===== src/rtl/pingpong_wr_ctrl_pkg.sv =====
// ---------------------------------------------------------------------------
// pingpong_wr_ctrl_pkg
//   Shared definitions for the ping-pong buffer controllers (write side and
//   read side): FSM state encodings and a width helper.
//   No ports (package).
// ---------------------------------------------------------------------------
package pingpong_wr_ctrl_pkg;

   // Scheduler states. Encodings are fixed because the read-side controller
   // decodes the same values.
   localparam logic [1:0] IDLE = 2'd0;
   localparam logic [1:0] WR0  = 2'd1;
   localparam logic [1:0] WR1  = 2'd2;

   // Ceiling log2 with a floor of 1, so that a one-word burst still gets a
   // legal one-bit counter.
   function automatic int clog2_min1(input int value);
      int w;
      w = 0;
      while ((64'd1 << w) < 64'(value)) begin
         w = w + 1;
      end
      return (w < 1) ? 1 : w;
   endfunction

endpackage


===== src/rtl/pingpong_wr_ctrl.sv =====
// ---------------------------------------------------------------------------
// pingpong_wr_ctrl
//   Write-side scheduler of the ping-pong buffer. Accepts a valid/ready
//   stream and steers bursts of BURST_LEN words alternately into FIFO0 and
//   FIFO1, starting on FIFO0 whenever it leaves IDLE. A full target FIFO
//   stalls the source; the other FIFO is never used out of order.
//
//   Ports
//     wr_clk                  write clock (also the FIFOs' write clock)
//     rst_n                   asynchronous active-low reset
//     enable                  run request; dropping it stops at a burst end
//     din_valid/din/din_ready source handshake
//     fifo0_full/fifo1_full   full flags of the two FIFOs
//     fifo0_wr_en/fifo1_wr_en write strobes, at most one high per cycle
//     fifo_din                write data shared by both FIFOs (= din)
//     sel                     current target FIFO (0/1)
//     busy                    scheduler is in WR0 or WR1
//     burst_done              one-cycle pulse after a burst's last word
//     burst_cnt               completed bursts, wraps silently
// ---------------------------------------------------------------------------
module pingpong_wr_ctrl
   import pingpong_wr_ctrl_pkg::*;
#(
   parameter int DATA_SIZE = 16,
   parameter int BURST_LEN = 8,
   parameter int CNT_W     = 16
) (
   input  logic                 wr_clk,
   input  logic                 rst_n,
   input  logic                 enable,
   input  logic                 din_valid,
   input  logic [DATA_SIZE-1:0] din,
   output logic                 din_ready,
   input  logic                 fifo0_full,
   input  logic                 fifo1_full,
   output logic                 fifo0_wr_en,
   output logic                 fifo1_wr_en,
   output logic [DATA_SIZE-1:0] fifo_din,
   output logic                 sel,
   output logic                 busy,
   output logic                 burst_done,
   output logic [CNT_W-1:0]     burst_cnt
);

   localparam int                BEAT_W    = clog2_min1(BURST_LEN);
   localparam logic [BEAT_W-1:0] LAST_BEAT = BEAT_W'(BURST_LEN - 1);

   logic [1:0]        state_reg;
   logic [1:0]        state_next;
   logic [BEAT_W-1:0] beat_reg;
   logic              burst_done_reg;
   logic [CNT_W-1:0]  burst_cnt_reg;

   logic target_full;
   logic accept;
   logic last_beat;

   // The target FIFO is implied by the state: IDLE and WR0 both point at
   // FIFO0, so sel falls back to 0 automatically on entering IDLE.
   assign busy        = (state_reg == WR0) || (state_reg == WR1);
   assign sel         = (state_reg == WR1);

   // Only the target's full flag matters; the other FIFO may be full while
   // it is being drained without affecting this burst.
   assign target_full = sel ? fifo1_full : fifo0_full;
   assign din_ready   = busy & ~target_full;
   assign accept      = din_valid & din_ready;
   assign last_beat   = accept & (beat_reg == LAST_BEAT);

   assign fifo0_wr_en = accept & ~sel;
   assign fifo1_wr_en = accept & sel;
   assign fifo_din    = din;

   assign burst_done  = burst_done_reg;
   assign burst_cnt   = burst_cnt_reg;

   // Burst switching happens only on an accepted last beat, so a falling
   // enable lets the current burst finish before returning to IDLE.
   always_comb begin
      state_next = state_reg;
      case (state_reg)
         IDLE:    if (enable)    state_next = WR0;
         WR0:     if (last_beat) state_next = enable ? WR1 : IDLE;
         WR1:     if (last_beat) state_next = enable ? WR0 : IDLE;
         default: state_next = IDLE;
      endcase
   end

   always_ff @(posedge wr_clk or negedge rst_n) begin
      if (!rst_n) begin
         state_reg <= IDLE;
      end else begin
         state_reg <= state_next;
      end
   end

   // Beat position within the current burst; frozen while stalled.
   always_ff @(posedge wr_clk or negedge rst_n) begin
      if (!rst_n) begin
         beat_reg <= '0;
      end else if (accept) begin
         beat_reg <= last_beat ? '0 : beat_reg + 1'b1;
      end
   end

   always_ff @(posedge wr_clk or negedge rst_n) begin
      if (!rst_n) begin
         burst_done_reg <= 1'b0;
         burst_cnt_reg  <= '0;
      end else begin
         burst_done_reg <= last_beat;
         if (last_beat) begin
            burst_cnt_reg <= burst_cnt_reg + 1'b1;
         end
      end
   end

endmodule


===== config.mk =====
export PLATFORM = sky130hd
export DESIGN_NAME = pingpong_wr_ctrl
export DESIGN_NICKNAME = d
export VERILOG_FILES = /design/src/rtl/pingpong_wr_ctrl_pkg.sv /design/src/rtl/pingpong_wr_ctrl.sv
export SDC_FILE = /design/constraint.sdc
export NUM_CORES = 1
export LEC_CHECK = 0
export CAP_MARGIN = 25
export CORE_MARGIN = 2
export CORE_UTILIZATION = 55
export DETAILED_ROUTE_END_ITERATION = 7
export DONT_BUFFER_PORTS = 1
export GPL_ROUTABILITY_DRIVEN = 0
export MAX_ROUTING_LAYER = met4
export PLACE_DENSITY = 0.73
export SLEW_MARGIN = 15
export SYNTH_ARGS = -nofsm -noshare
export SYNTH_HDL_FRONTEND = slang
export SYNTH_SLANG_ARGS = --single-unit

===== constraint.sdc =====
create_clock -name wr_clk -period 1.7 [get_ports wr_clk]
set_clock_uncertainty 0.05 [all_clocks]
set_input_delay 0.255 -clock wr_clk [delete_from_list [all_inputs] [get_ports wr_clk]]
set_output_delay 0.255 -clock wr_clk [all_outputs]
set_load 0.1 [all_outputs]

# Yosys cells after proc, flatten, opt, wreduce, memory -nomap -nowiden
# Index checks and enable logic that the tools add are counted.
# W data, S select, Z words.
# op_classes
add_sub_neg,2
eq_ne,6
mux,8
n_bitwise,7
n_reduce_logical,3
# op_table
cell,n
$add A16 B1 Y16 const B,1
$mux W2,4
$pmux W2 S3,1
$and A1 B1 Y1,5
$ne A2 B2 Y1 const B,2
$add A3 B1 Y3 const B,1
$eq A3 B3 Y1 const B,1
$mux W3,1
$reduce_and A3 Y1,1
$eq A2 B1 Y1 const B,1
$eq A2 B2 Y1 const B,1
$logic_not A2 Y1,1
$mux W1,2
$ne A2 B1 Y1 const B,1
$not A1 Y1,2
$logic_or A1 B1 Y1,1
# word_totals
register_bits,22
inputBits,22
out_inout_bits,38
elab_cells,30

# Depth between registers and ports, before layout
# logic_depth
ltp_word,8
ltp_mapped,7

# Least setup slack after synthesis
# No wires, ideal clock.
# synth_timing
path_type,flip-flop to output port
from,reg state_reg[0]
to,out fifo0_wr_en
t_arrival_ns,3.353
t_required_ns,1.395
setup_slack_ns,-1.958
stages_incl_launch_ff,6
path_buffers,0
cell_sequence,dfrtp_1 inv_1 ha_1 mux2i_2 nand3_1 nor2_1
# synth_via
elab_chain_cells,6
elab_cells_between_ends,9
# synth_rtl
element,line,source
start: declaration,pingpong_wr_ctrl.sv:48,logic [1:0] state_reg;
start signal: assignment,pingpong_wr_ctrl.sv:93,state_reg <= state_next;
$eq A2 B2 Y1 (*),pingpong_wr_ctrl.sv:61,assign sel = (state_reg == WR1);
via sel,pingpong_wr_ctrl.sv:39,"output logic sel,"
$mux W1,pingpong_wr_ctrl.sv:65,assign target_full = sel ? fifo1_full : fifo0_full;
$not A1 Y1,pingpong_wr_ctrl.sv:66,assign din_ready = busy & ~target_full;
$and A1 B1 Y1,pingpong_wr_ctrl.sv:66,
$and A1 B1 Y1,pingpong_wr_ctrl.sv:67,assign accept = din_valid & din_ready;
$and A1 B1 Y1 (*),pingpong_wr_ctrl.sv:70,assign fifo0_wr_en = accept & ~sel;
end: declaration,pingpong_wr_ctrl.sv:36,"output logic fifo0_wr_en,"
# Mark *: on every way through the listed nets, which the timed path passes. The rest lies on a longest branch.

# Worst setup path after layout
# layout_timing
from,reg state_reg[0]
to,out fifo1_wr_en
# layout_via
elab_chain_cells,6
elab_cells_between_ends,8
# layout_rtl
element,line,source
$eq A2 B2 Y1,"pingpong_wr_ctrl.sv:60, pingpong_wr_ctrl.sv:61",
$mux W1,pingpong_wr_ctrl.sv:65,
$not A1 Y1,pingpong_wr_ctrl.sv:66,
$and A1 B1 Y1,pingpong_wr_ctrl.sv:66,
$and A1 B1 Y1,pingpong_wr_ctrl.sv:67,
$and A1 B1 Y1 (*),pingpong_wr_ctrl.sv:71,assign fifo1_wr_en = accept & sel;
end: declaration,pingpong_wr_ctrl.sv:37,"output logic fifo1_wr_en,"
# Mark *: on every way between the ends. The rest lies on a longest branch, timed or not.

==> results_dict.tcl <==
set metrics [dict create \
    cts-root-buf "clkbuf_4" \
    relSlewSlack_pct 78.4 \
    reg2reg_from "state_reg[0]" \
    stdcell_area_um2 1790 \
    ctsLongestPathBuffers 2 \
    cts_tree "yes" \
    switchingPower_mw 0.716 \
    start_util_pct 57.8 \
    start_kind "flop" \
    slowest_delay_ns 0.41 \
    fin_crit_sh_pct 123 \
    fp.dieW_um 52.0 \
    cp.arrival_ns 1.79 \
    pwr_density_cell_nw_per_um2 1070 \
    synth.avg_cell_area_um2 10.5 \
    tightestPinTransition_ns 0.325 \
    fmax_ghz 0.478 \
    ys.warnings.count 0 \
    worstReg2RegEnd "burst_cnt[10]" \
    drive_gt1_share_pct 52.9 \
    largest_reg_flops 16 \
    status "finished, violations left" \
    seqPwrFrac_pct 31.9 \
    crit_type "flop to output pin" \
    initialDrtViolationCount 26 \
    violations "negative setup slack" \
    setup_slack_ns -0.394 \
    synthesis.nets 151 \
    crit_path_cell_trace "inv_2 > ha_4 > mux2i_4 > and3_4 > and2_4" \
    io-pin-count 60 \
    max_cap_violations 0 \
    ys_types 27 \
    portBuffers 0 \
    finalSetupTns_ns -3.69 \
    p_leak_nw 0.872 \
    cts_buffers 3 \
    clkTransAtPathRegs_ns 0.14 \
    grt_pass1_vias 1120 \
    vias 1035 \
    comb_power_share_pct 46.2 \
    syn_inst 121 \
    synth_area_um2 1270 \
    vias_per_cell 5.72 \
    period_needed_ns 2.09 \
    htreeDepth 1 \
    ant_nets 0 \
    rows 17 \
    min_delay_path_depth 3 \
    diodes 0 \
    cp.required_ns 1.39 \
    reg2regPathDepth 10 \
    dieHeight_um 52.0 \
    end_kind "output pin" \
    grt.total_usage_pct 26.4 \
    post-dp-hpwl_mm 2.13 \
    min-delay-start "enable" \
    worstHoldPathType "primary input to flop" \
    ys_seq_area_share_pct 43.5 \
    finalMaxSlewViolations 0 \
    finalHoldViolations 0 \
    drt_first_pass_iters 4 \
    drt-wirelength-per-cell_um 19.2 \
    p_int_mw 1.20 \
    grt_max_degree 23 \
    routed_wl_mm 3.47 \
    cts.sinks 22 \
    postLayoutCoreUtil_pct 81.9 \
    drc 0 \
    vdd_drop_max_mv 1.17 \
    synthToLayoutAreaGrowth_pct 41.7 \
    clk_latency_ns 0.32 \
    dieArea_um2 2700 \
    dpl-instance-area_um2 1520 \
    critPathMaxFanout 3 \
    swShare_pct 37.4 \
    fill_cells 111 \
    reg2reg_slack_ns -0.30 \
    rsz0062_at_grt "true" \
    overflow 0 \
    setup_violations 20 \
    grt_pass1_wl_mm 5.12 \
    min_to "state_reg[0]" \
    timing.hold.ws_ns 0.140 \
    antenna_found_initial 0 \
    slowest_stage "dfrtp_1" \
    power_frac_clock_pct 21.9 \
    num-nets-final 184 \
    core-area_um2 2190 \
    ys_seq_elements 22 \
]
==> logic make-up after synthesis <==
logic type	share of synthesized area, %
AO/OA/AOI/OAI	3.66
XOR/XNOR	10.4
adder cells (fa/ha/maj)	7.91
buffers and inverters	10.7
flip-flops	43.5
multiplexers	2.27
AND/OR/NAND/NOR	21.6
==> cells in the mapped netlist <==
| library cell | instances | area, um^2 |
|---|---|---|
| and3_1 | 5 | 31.3 |
| nand2_1 | 15 | 56.3 |
| nor2_1 | 4 | 15.0 |
| xnor2_1 | 12 | 105 |
| nor4b_4 | 1 | 23.8 |
| o21ai_0 | 4 | 20.0 |
| ha_1 | 8 | 100 |
| nand3_1 | 5 | 25.0 |
| nand3_2 | 1 | 10.0 |
| nor3_4 | 1 | 16.3 |
| nor3_1 | 1 | 5.00 |
| clkbuf_1 | 1 | 3.75 |
| a21o_1 | 1 | 7.51 |
| and2_1 | 2 | 12.5 |
| nand3b_1 | 1 | 7.51 |
| mux2_4 | 1 | 15.0 |
| nand4_1 | 5 | 31.3 |
| nor2b_1 | 2 | 12.5 |
| dfrtp_1 | 22 | 551 |
| o2bb2ai_1 | 1 | 8.76 |
| inv_1 | 3 | 11.3 |
| and4b_1 | 1 | 10.0 |
| mux2i_2 | 1 | 13.8 |
| and4_1 | 2 | 17.5 |
| xor2_1 | 3 | 26.3 |
| a21oi_1 | 2 | 10.0 |
| buf_4 | 16 | 120 |
==> what timing repair did <==
item | in CTS | in global routing
pin swaps | 5 | 8
hold endpoints to repair | 22 | 0
setup endpoints to repair | 17 | 25
setup buffers | 6 | 4
resized for setup | 12 | 20
hold buffers | 1 | 0
==> cells in the final DEF (no fill, tap or decap), types with 2 or more instances in the layout <==
| cell type | n |
|---|---|
| nand2_1 | 14 |
| xor2_1 | 3 |
| nand3_1 | 3 |
| clkbuf_4 | 3 |
| dfrtp_2 | 6 |
| buf_6 | 5 |
| xnor2_1 | 11 |
| ha_1 | 5 |
| o21ai_1 | 3 |
| nand4_1 | 5 |
| nand3_4 | 2 |
| ha_4 | 2 |
| and3_1 | 2 |
| dfrtp_1 | 16 |
| buf_4 | 34 |
| nor2b_1 | 2 |
| and3_4 | 3 |
| buf_12 | 4 |
| nor2_4 | 2 |
==> power groups by stage <==
stage | Sequential [mW] | Clock (mW) | Combinational (mW)
finish | 0.611 | 0.420 | 0.884
global route | 0.614 | 0.432 | 0.929
CTS | 0.608 | 0.420 | 0.703
detailed placement | 0.619 | 0 | 0.637
global placement | 0.615 | 0 | 0.614
floorplan | 0.688 | 0 | 0.555
==> critical path, delay by kind of cell, from the launching register on <==
| family | cells | cell delay, ns |
|---|---|---|
| multiplexers | 1 | 0.26 |
| flip-flops | 1 | 0.41 |
| buffers and inverters | 1 | 0.08 |
| adder cells (fa/ha/maj) | 1 | 0.15 |
| AND/OR/NAND/NOR | 2 | 0.55 |
==> layer usage <==
metal	share of wire [%]	global-route usage, %
met1	39	27.5
met2	53	46.8
met3	4.7	4.02
met4	3.8	15.4
met5	0	-
==> final cells by class <==
| type | count | area, um^2 | share of cell area (%) |
|---|---|---|---|
| flip-flops and latches | 22 | 558 | 31.1 |
| repair buffers | 45 | 417 | 23.2 |
| multi-input cells | 79 | 718 | 40.0 |
| clock buffers | 3 | 22.5 | 1.26 |
| well taps | 28 | 35.0 | 1.95 |
| inverters | 3 | 13.8 | 0.767 |
| clock inverters | 1 | 30.0 | 1.67 |
==> per-stage QoR <==
step	instances	setup WS (ns)	power, mW
6_report	181	-0.394	1.92
4_1_cts	177	-0.343	1.73
2_1_floorplan	121	-0.519	1.24
3_5_place_dp	166	-0.114	1.26
3_3_place_gp	166	-0.0462	1.23
5_1_grt	181	-0.423	1.97
==> worst max path at each step <==
stage | startpoint | cells after the start | slack [ns] | endpoint
global route | state_reg[0] | 5 | -0.42 | fifo1_wr_en
floorplan | state_reg[0] | 5 | -0.52 | fifo0_wr_en
detailed placement | state_reg[1] | 6 | -0.11 | burst_cnt[8]
CTS | state_reg[0] | 5 | -0.34 | fifo1_wr_en
global placement | state_reg[0] | 7 | -0.05 | fifo0_wr_en
finish | state_reg[0] | 5 | -0.39 | fifo1_wr_en
No activity file was read; power rests on OpenSTA's default activity.
